[config.mk]
export PLATFORM = sky130hd
export DESIGN_NAME = led_frame_loader
export DESIGN_NICKNAME = d
export VERILOG_FILES = /design/src/rtl/led_frame_loader.sv
export SDC_FILE = /design/constraint.sdc
export NUM_CORES = 1
export LEC_CHECK = 0
export ABC_AREA = 1
export CAP_MARGIN = 20
export CORE_MARGIN = 4
export CORE_UTILIZATION = 63
export DETAILED_ROUTE_END_ITERATION = 16
export DONT_BUFFER_PORTS = 1
export MAX_ROUTING_LAYER = met4
export PLACE_DENSITY = 0.82
export SLEW_MARGIN = 0
export SYNTH_ARGS = -nofsm -noshare
export SYNTH_HDL_FRONTEND = slang
export SYNTH_SLANG_ARGS = --single-unit
[constraint.sdc]
create_clock -name clk_i -period 3 [get_ports clk_i]
set_input_delay 0.15 -clock clk_i [delete_from_list [all_inputs] [get_ports clk_i]]
set_output_delay 0.15 -clock clk_i [all_outputs]
set_load 0.01 [all_outputs]
[src/rtl/led_frame_loader.sv]
`default_nettype none
// ============================================================================
// Module      : led_frame_loader
// Description : Serial-to-parallel write controller for a bank of dff_dis_led
//               cells. Collects WIDTH data bits then WIDTH mask bits (both
//               MSB-first) over a one-bit valid/ready stream, then opens the
//               bank's per-cell load enables for exactly one clock edge so
//               only the masked cells take the new data.
// Ports       : clk_i        - clock shared with the LED bank
//               rst_i        - synchronous active-high reset
//               start_i      - begin or restart a frame
//               sdi_i        - serial data bit
//               sdi_valid_i  - sdi_i is valid this cycle
//               sdi_ready_o  - loader accepts a bit this cycle
//               busy_o       - a frame is in progress (not IDLE)
//               done_o       - one-cycle pulse during COMMIT
//               d_o          - per-cell data to the bank
//               dis_o        - per-cell disable to the bank (1 = hold)
// Revision    : 1.0 - initial release
// ============================================================================
module led_frame_loader #(
    parameter int WIDTH = 8
) (
    input  logic             clk_i,
    input  logic             rst_i,
    input  logic             start_i,
    input  logic             sdi_i,
    input  logic             sdi_valid_i,
    output logic             sdi_ready_o,
    output logic             busy_o,
    output logic             done_o,
    output logic [WIDTH-1:0] d_o,
    output logic [WIDTH-1:0] dis_o
);

    localparam int CW = $clog2(WIDTH);

    localparam logic [1:0] S_IDLE   = 2'd0;
    localparam logic [1:0] S_DATA   = 2'd1;
    localparam logic [1:0] S_MASK   = 2'd2;
    localparam logic [1:0] S_COMMIT = 2'd3;

    localparam logic [CW-1:0] C_LAST = CW'(WIDTH - 1);

    logic [1:0]       state_q, state_d;
    logic [CW-1:0]    cnt_q,   cnt_d;
    logic [WIDTH-1:0] data_q,  data_d;
    logic [WIDTH-1:0] mask_q,  mask_d;

    logic             accept;

    // Ready is decoded from state only, so acceptance never depends on a
    // combinational path from the stream inputs to the outputs.
    assign accept = sdi_valid_i & ((state_q == S_DATA) | (state_q == S_MASK));

    // ------------------------------------------------------------------
    // State and datapath registers
    // ------------------------------------------------------------------
    always_ff @(posedge clk_i) begin
        if (rst_i) begin
            state_q <= S_IDLE;
            cnt_q   <= '0;
            data_q  <= '0;
            mask_q  <= '0;
        end else begin
            state_q <= state_d;
            cnt_q   <= cnt_d;
            data_q  <= data_d;
            mask_q  <= mask_d;
        end
    end

    // ------------------------------------------------------------------
    // Next-state and datapath update
    // ------------------------------------------------------------------
    always_comb begin
        state_d = state_q;
        cnt_d   = cnt_q;
        data_d  = data_q;
        mask_d  = mask_q;

        case (state_q)
            S_IDLE: begin
                if (start_i) begin
                    state_d = S_DATA;
                    cnt_d   = '0;
                end
            end

            S_DATA, S_MASK: begin
                if (start_i) begin
                    // Restart wins over a bit arriving in the same cycle;
                    // that bit is discarded and old register contents are
                    // simply overwritten by the new frame's shifting.
                    state_d = S_DATA;
                    cnt_d   = '0;
                end else if (accept) begin
                    if (state_q == S_DATA) begin
                        data_d = {data_q[WIDTH-2:0], sdi_i};
                    end else begin
                        mask_d = {mask_q[WIDTH-2:0], sdi_i};
                    end

                    if (cnt_q == C_LAST) begin
                        cnt_d   = '0;
                        state_d = (state_q == S_DATA) ? S_MASK : S_COMMIT;
                    end else begin
                        cnt_d = cnt_q + CW'(1);
                    end
                end
            end

            S_COMMIT: begin
                // start_i is deliberately not looked at here
                state_d = S_IDLE;
            end

            default: begin
                state_d = S_IDLE;
                cnt_d   = '0;
            end
        endcase
    end

    // ------------------------------------------------------------------
    // Outputs, decoded from registers only
    // ------------------------------------------------------------------
    always_comb begin
        sdi_ready_o = 1'b0;
        busy_o      = 1'b0;
        done_o      = 1'b0;
        dis_o       = '1;
        d_o         = data_q;

        case (state_q)
            S_DATA, S_MASK: begin
                sdi_ready_o = 1'b1;
                busy_o      = 1'b1;
            end
            S_COMMIT: begin
                busy_o = 1'b1;
                done_o = 1'b1;
                dis_o  = ~mask_q;
            end
            default: begin
                sdi_ready_o = 1'b0;
            end
        endcase
    end

endmodule
`default_nettype wire

**Word-level counts from Yosys, hierarchy flattened**

Index checks and enable logic that the tools add are counted.
W data, S select, Z words.

- Word-level logic and storage cells: 40
- Latch bits: 0
- Output and inout port bits: 19
- Bits in read-only memories: 0
- Register bits: 21
- Bits in writable memories: 0
- Memories: 0

- Mux-type cells: 15
- Bitwise gates (word level): 5
- Multipliers: 0
- Order comparisons: 0
- Shifts and indexed selects: 0
- $add $sub $neg: 1
- Div/mod/pow operators: 0
- Equal/unequal tests: 7
- Reduce and logical (&&, ||, !) cells: 8

Operators with widths:

| operator | count |
|---|---|
| $mux W3 | 4 |
| $mux W2 | 4 |
| $mux W8 | 1 |
| $not A8 Y8 | 1 |
| $reduce_and A4 Y1 | 2 |
| $ne A3 B3 Y1 const B | 2 |
| $pmux W2 S3 | 1 |
| $pmux W3 S2 | 1 |
| $reduce_and A3 Y1 | 2 |
| $eq A2 B2 Y1 const B | 2 |
| $mux W1 | 4 |
| $add A3 B1 Y3 const B | 1 |
| $eq A3 B3 Y1 const B | 1 |
| $reduce_or A3 Y1 | 1 |
| $eq A2 B1 Y1 const B | 1 |
| $logic_not A2 Y1 | 1 |
| $ne A2 B2 Y1 const B | 1 |
| $not A1 Y1 | 2 |
| $reduce_bool A2 Y1 | 1 |
| $reduce_or A2 Y1 | 1 |
| $and A1 B1 Y1 | 1 |
| $or A1 B1 Y1 | 1 |

**Longest topological paths before layout**

Gate-level depths: netlist (run 1).

- Word-level depth: 6
- Mapped depth: 9

**Worst setup path before layout (run 1)**

OpenSTA, ideal clock, no wires.

- Path kind: reg2reg
- From: reg state_q[0]
- To: reg mask_q[1]
- Clock period less this slack: 1.435 ns
- Buffers on the path: 0
- Data required time: 2.884 ns
- Library setup time: 0.116 ns
- Data arrival time: 1.319 ns
- Cell stages (with the launch flop): 9
- Path slack: 1.565 ns
- Cells stage by stage: dfxtp_1 -> inv_1 -> ha_1 -> nand2_2 -> clkinv_2 -> nand3_4 -> clkinv_2 -> nor2_1 -> nor2_1

- Word-level cells in the longest chain between the ends: 4

RTL lines:

| what | RTL line | RTL |
|---|---|---|
| start, declared | 45 | `logic [1:0] state_q, state_d;` |
| start signal, assigned | 66 | `state_q <= state_d;` |
| $eq A2 B1 Y1 / $eq A2 B2 Y1 (equally long branches) | 54, 82, 98 |  |
| $or A1 B1 Y1 | 54 | `assign accept = sdi_valid_i & ((state_q == S_DATA) \| (state_q == S_MASK));` |
| $and A1 B1 Y1 | 54 |  |
| $reduce_and A4 Y1 (no source line) (*) | n/a |  |
| end signal, assigned | 69 | `mask_q <= mask_d;` |
| end, declared | 48 | `logic [WIDTH-1:0] mask_q, mask_d;` |

Every way passes the cells marked *; elsewhere a longest branch is shown, timed or not.
A chain may end at the register's enable or synchronous reset.

**Worst setup path in the final report (run 1)**

Same ends and word-level chain as after synthesis.

==> impl_metrics.ini, run 1 <==
[status]
status = finished clean

[drt]
drcViolationCount = 0
routed_wl_mm = 1.81
antenna_left = 0
vias = 811
drt_first_pass_iters = 4
initialDrtViolationCount = 13
wl_per_cell_um = 11.6
vias_per_cell = 5.20

[worst_setup_path]
worstPathCellList = inv_1, ha_1, nand2_2, clkinv_2, nand3_4, clkinv_2, nor2_1, nor2_1
crit_path_max_incr_delay_ns = 0.43
critPathCaptureType = flip-flop
worst_setup_path_start_kind = flip-flop
critPathArrivalTime_ns = 1.81
reg2regPathDepth = 8
path_class = reg -> reg
cp_slowest_cell = ha_1
required_ns = 3.21
reg2reg_slack_ns = 1.39
r2r-start = state_q[0]
worstReg2RegEnd = mask_q[1]
path_max_fanout = 9

[timing]
skew_ns = 0.00546
relSlewSlack = 0.674
tns_ns = 0
rsz0062_at_grt = no
max_freq_mhz = 621
worst_pin_slew_ns = 0.488
finalHoldViolations = 0
fin_crit_sh = 0.537
fin_crit_ns = 1.61
drv_slew = 0
finalSetupViolCount = 0

[power_and_ir_drop]
p_leak_nw = 0.446
ir_worst_vdd_mv = 0.467
cellPowerDensity_mw_per_mm2 = 888

[synthesis]
yosysWarnings = 0
synth_area_leaders = dfxtp_1 43%, nor2_1 18%, nand2_1 9.1%
synth_top_area_cell = dfxtp_1
synth.top_cell.area_share = 0.427
syn_avg_cell_area_sq_um = 7.14
synth_nets = 149
synthDistinctLibCells = 17
synth_seq_cells = 21
yosysSeqAreaShare = 0.427
syn_inst = 138
netlist_area_sq_um = 985

[cts]
worstSkewPairLatency_ns = 0.30
clk_pin_slew_worst_paths_ns = 0.11
cts_resized = 0
htreeDepth = 1
cts_root_buf = clkbuf_4
hold_buffers = 1
cts_buffers = 3
postCtsSetupRepairBufs = 0
clock_tree.buffer_depth = 2
cts_tree = built
cts.sinks = 21

[layout]
fin_util = 0.692
final_cell_mix = 46 x nor2_1, 24 x nand2_1, 21 x dfxtp_1
drive_above_1_share = 0.0857
layout_commonest_cell = nor2_1
nets = 152
diodes = 0
syn_to_final_growth_pct = 4.70

[die]
row_count = 14
core-area_sq_mm = 0.00149
fp.dieW_um = 47.5
die_h_um = 47.5
boundaryPins = 24
die_area_sq_mm = 0.00226
start_util = 0.661

[global_route]
grt_pass1_vias = 687
grt-ovfl-total = 0
grt_pass1_wl_mm = 2.77
grt_max_degree = 22
grtUsageTotal = 0.186
antenna_found_initial = 0

[worst_hold_path]
holdPathStages = 2
min_path_type = in -> reg
worstHoldStart = sdi_i
min_to = d_o[0]

[job]
max_cap_viol_count = 0

[placed_design]
gp_congestion = 0.762
numPortBuffers = 0
dp_hpwl_mm = 1.34
==> power breakdown <==
part | switching, mW | total [mW] | leakage, nW | internal [mW]
registers | 0.0492 | 0.394 | 0.171 | 0.345
logic | 0.256 | 0.389 | 0.257 | 0.133
clock network | 0.0819 | 0.132 | 0.0177 | 0.0497
==> metal layers <==
| metal | global-route usage | vias to the layer above | wire length [um] |
|---|---|---|---|
| met5 | - | - | 0 |
| met4 | 0.113 | 0 | 44 |
| met3 | 0.0602 | 4 | 97 |
| met2 | 0.294 | 16 | 841 |
| met1 | 0.200 | 354 | 827 |
| li1 | - | 437 | - |
==> worst max-delay path: cells and delay by family (launching register included) <==
family | cells | cell delay (ns)
fa+ha+maj | 1 | 0.43
buf+inv | 3 | 0.31
flops | 1 | 0.38
simple gates | 4 | 0.38
==> metrics by stage <==
step / instance area [sq um] / cells / power [mW] / setup WS (ns) / hold WS (ns)
after global routing: 1030 / 156 / 1.00 / 1.26 / 0.0334
after CTS: 1030 / 156 / 0.925 / 1.40 / 0.00893
after detailed placement: 993 / 151 / 0.792 / 1.41 / 0.307
final: 1030 / 156 / 0.915 / 1.39 / 0.0113
after floorplan: 985 / 138 / 0.726 / 1.57 / 0.296
after global placement: 993 / 151 / 0.775 / 1.45 / 0.303
==> registers in the layout, summed over array words and instances, names as in the netlist <==
register,count
mask_q,8
d_o,8
cnt_q,3
state_q,2
==> layout make-up <==
cell class	count	area (sq um)
Sequential cell	21	420
Clock inverter	1	5.00
Multi-Input combinational cell	102	500
Clock buffer	3	22.5
Inverter	12	52.6
Timing Repair Buffer	1	10.0
Tap cell	16	20.0
Fill cell	127	458
==> cells by family (layout without fill, tap and decap cells) <==
family | after synthesis | in the layout | share of synthesized area
and+or+nand+nor | 76 | 76 | 0.327
buffers and inverters | 15 | 17 | 0.0648
DFF | 21 | 21 | 0.427
AOI/OAI and AO/OA | 20 | 20 | 0.105
adders and majority gates | 6 | 6 | 0.0762
==> Yosys cell counts <==
cell type   n
nand3b_1    1
a21oi_2     1
clkinv_2    2
o21ai_0    10
o21ai_1     9
inv_1       8
clkbuf_1    3
nand3_4     2
clkinv_4    1
ha_1        6
nand3_1     1
inv_2       1
nand2_1    24
nor3_1      1
nor2_1     46
dfxtp_1    21
nand2_2     1
==> worst max path at each step <==
stage / from / endpoint / cells after the start / slack, ns
6_report: state_q[0] / mask_q[1] / 8 / 1.39
4_1_cts: state_q[0] / mask_q[1] / 8 / 1.40
5_1_grt: state_q[0] / mask_q[6] / 8 / 1.26
2_1_floorplan: state_q[0] / mask_q[1] / 8 / 1.57
3_3_place_gp: state_q[0] / mask_q[1] / 8 / 1.45
3_5_place_dp: state_q[0] / mask_q[1] / 8 / 1.41
No activity file was read; power rests on OpenSTA's default activity.
==> run 2, diff against run 1 <==
Settings changed: ABC_AREA 1 to 0, CORE_UTILIZATION 63 to 59, PLACE_DENSITY 0.82 to 0.78.
Clock period 3 ns to 1.6 ns, I/O delays scaled along.
==> impl_metrics.ini, run 2 <==
[synthesis]
ys_async_sr_fraction = 0
synth_edf_count = 0
synth_nets = 125
synth_compound_area_frac = 0.0977
synth_top_area_cell = dfxtp_1
synthDistinctLibCells = 23
synth_simple_gate_area_frac = 0.266
synth_seq_cells = 21
synth_common_cells = 25 x nand2_1, 21 x dfxtp_1, 10 x a21oi_1, 10 x nor2_1, 8 x mux2i_1
yosysSeqAreaShare = 0.426
netlist_area_sq_um = 986
syn_inst = 114
synth_mux_area_frac = 0.0812
synthFlopType = dfxtp_1
synth_area_leaders = dfxtp_1 43%, nand2_1 9.5%, mux2i_1 8.1%
synth_top_family_by_area = simple AND/OR/NAND/NOR gates
synth_most_common_cell = nand2_1
synth_fa_ha_area_frac = 0.0761
synth.top_cell.area_share = 0.426
yosysWarnings = 0
synth_xor_area_frac = 0
syn_avg_cell_area_sq_um = 8.65

[drt]
antenna_left = 0
drt_first_pass_iters = 5
vias_per_cell = 5.85
wl_per_cell_um = 14.0
drcViolationCount = 0
initialDrtViolationCount = 19
routed_wl_mm = 1.84
vias = 767

[power_and_ir_drop]
p_leak_nw = 0.368
pwr-share-clk = 0.288
p_int_mw = 0.660
p_sw_mw = 0.205
cellPowerDensity_mw_per_mm2 = 823
p_sw_frac = 0.237
power_frac_seq = 0.616
power_frac_comb = 0.096
ir_worst_vdd_mv = 0.787

[timing]
whs_ns = -0.169
finalHoldViolations = 21
drv_slew = 0
worst_pin_slew_ns = 0.283
skew_ns = 0.00727
tns_ns = 0
rsz0062_at_grt = no
max_freq_mhz = 667
fin_crit_ns = 1.50
fin_crit_sh = 0.937
relSlewSlack = 0.809
finalSetupViolCount = 0

[global_route]
grt-ovfl-total = 0
grt_pass1_wl_mm = 3.11
grt_max_degree = 23
grt_pass1_vias = 716
grtUsageTotal = 0.159
antenna_found_initial = 0

[layout]
nFillCells = 113
layoutNonFillerInstCount = 131
nets = 127
layout_commonest_cell = nand2_1
final_cell_mix = 25 x nand2_1, 19 x dfxtp_1, 10 x nor2_1, 10 x a21oi_1, 8 x mux2i_1
drive_above_1_share = 0.122
syn_to_final_growth_pct = 6.60
diodes = 0

[worst_setup_path]
cpLargestDelayFamily = simple AND/OR/NAND/NOR gates
worst_setup_path_start_kind = flip-flop
critPathBufInv = 1
crit_path_max_incr_delay_ns = 0.42
required_ns = 1.80
path_max_fanout = 8
path_class = reg -> reg
critPathCaptureType = flip-flop
critPathArrivalTime_ns = 1.69
worstPathCellList = inv_1, ha_1, and4bb_4, mux2i_1, nor2_1
cp_slowest_cell = and4bb_4

[status]
status = finished, violations left
violations = hold timing

[cts]
cts_tree = built
cts_root_buf = clkbuf_4
clk_pin_slew_worst_paths_ns = 0.12
htreeDepth = 1
worstSkewPairLatency_ns = 0.30
clock_tree.buffer_depth = 2
cts_buffers = 3
cts.sinks = 21

[die]
start_util = 0.640
row_count = 14
boundaryPins = 24
die_area_sq_mm = 0.00239
fp.dieW_um = 48.9
die_h_um = 48.9
core-area_sq_mm = 0.00154

[placed_design]
placed_cells = 126
gp_congestion = 0.744
dp_hpwl_mm = 1.30
numPortBuffers = 0

[job]
max_cap_viol_count = 0

[worst_hold_path]
min_path_type = in -> reg
-- run 2: cell types whose count changed after synthesis, sizes merged, moves of 4 or more --
cell,delta
mux2i,+8
a21oi,+9
nand2b,+4
o21ai,-19
inv,-5
nor2,-36
nand4b,+4
-- run 2: stage by stage --
stage                     hold WS [ns]   util  cell area [sq um]  power [mW]  setup slack (ns)
after floorplan                  0.183      -                986       0.610             0.120
after global placement           0.152  0.644                992       0.615            0.0945
after detailed placement         0.154  0.644                992       0.617            0.0325
after CTS                       -0.171  0.662               1020       0.862           0.00363
after global routing            -0.191  0.682               1050       0.914           0.00175
final                           -0.169  0.682               1050       0.865             0.101
-- run 2: final cells by class --
| class | count | area (sq um) | area share |
|---|---|---|---|
| Multi-Input combinational cell | 82 | 536 | 0.510 |
| Tap cell | 16 | 20.0 | 0.0190 |
| Clock inverter | 1 | 5.00 | 0.00476 |
| Sequential cell | 21 | 423 | 0.402 |
| Clock buffer | 3 | 22.5 | 0.0214 |
| Inverter | 4 | 15.0 | 0.0143 |
| Timing Repair Buffer | 4 | 30.0 | 0.0286 |
-- run 2: logic make-up (layout without fill, tap and decap cells) --
logic type / Yosys count / after routing
and+or+nand+nor: 52 / 52
DFF: 21 / 21
AOI/OAI and AO/OA: 16 / 16
buffers and inverters: 11 / 12
muxes: 8 / 8
adders and majority gates: 6 / 6
-- run 2: power by group through the flow --
stage               Sequential [mW]  Combinational, mW  Clock [mW]
floorplan                     0.543             0.0675           0
global placement              0.543             0.0721           0
detailed placement            0.544             0.0737           0
CTS                           0.532             0.0737       0.257
global route                  0.534             0.0925       0.287
finish                        0.532             0.0831       0.249
-- run 2: worst paths after layout --
check / start / end / slack (ns) / depth (start not counted)
worst max-delay path: state_q[1] / mask_q[2] / 0.10 / 5
worst min-delay path: rst_i / cnt_q[2] / -0.17 / 1
worst max register to register: state_q[1] / mask_q[2] / 0.10 / 5
worst min register to register: cnt_q[2] / cnt_q[2] / 0.50 / 2
-- run 2: what timing repair did --
item / 4_1_cts / 5_1_grt
resized for setup: 0 / 6
buffers inserted: 0 / 1
setup endpoints to repair: 0 / 18
hold endpoints to repair: 21 / 21
-- run 2: routing by layer --
| layer | vias to the layer above | global-route usage | wire length [um] |
|---|---|---|---|
| li1 | 385 | - | - |
| met1 | 353 | 0.184 | 849 |
| met2 | 25 | 0.272 | 866 |
| met3 | 4 | 0.0489 | 105 |
| met4 | 0 | 0.0269 | 18 |
| met5 | - | - | 0 |
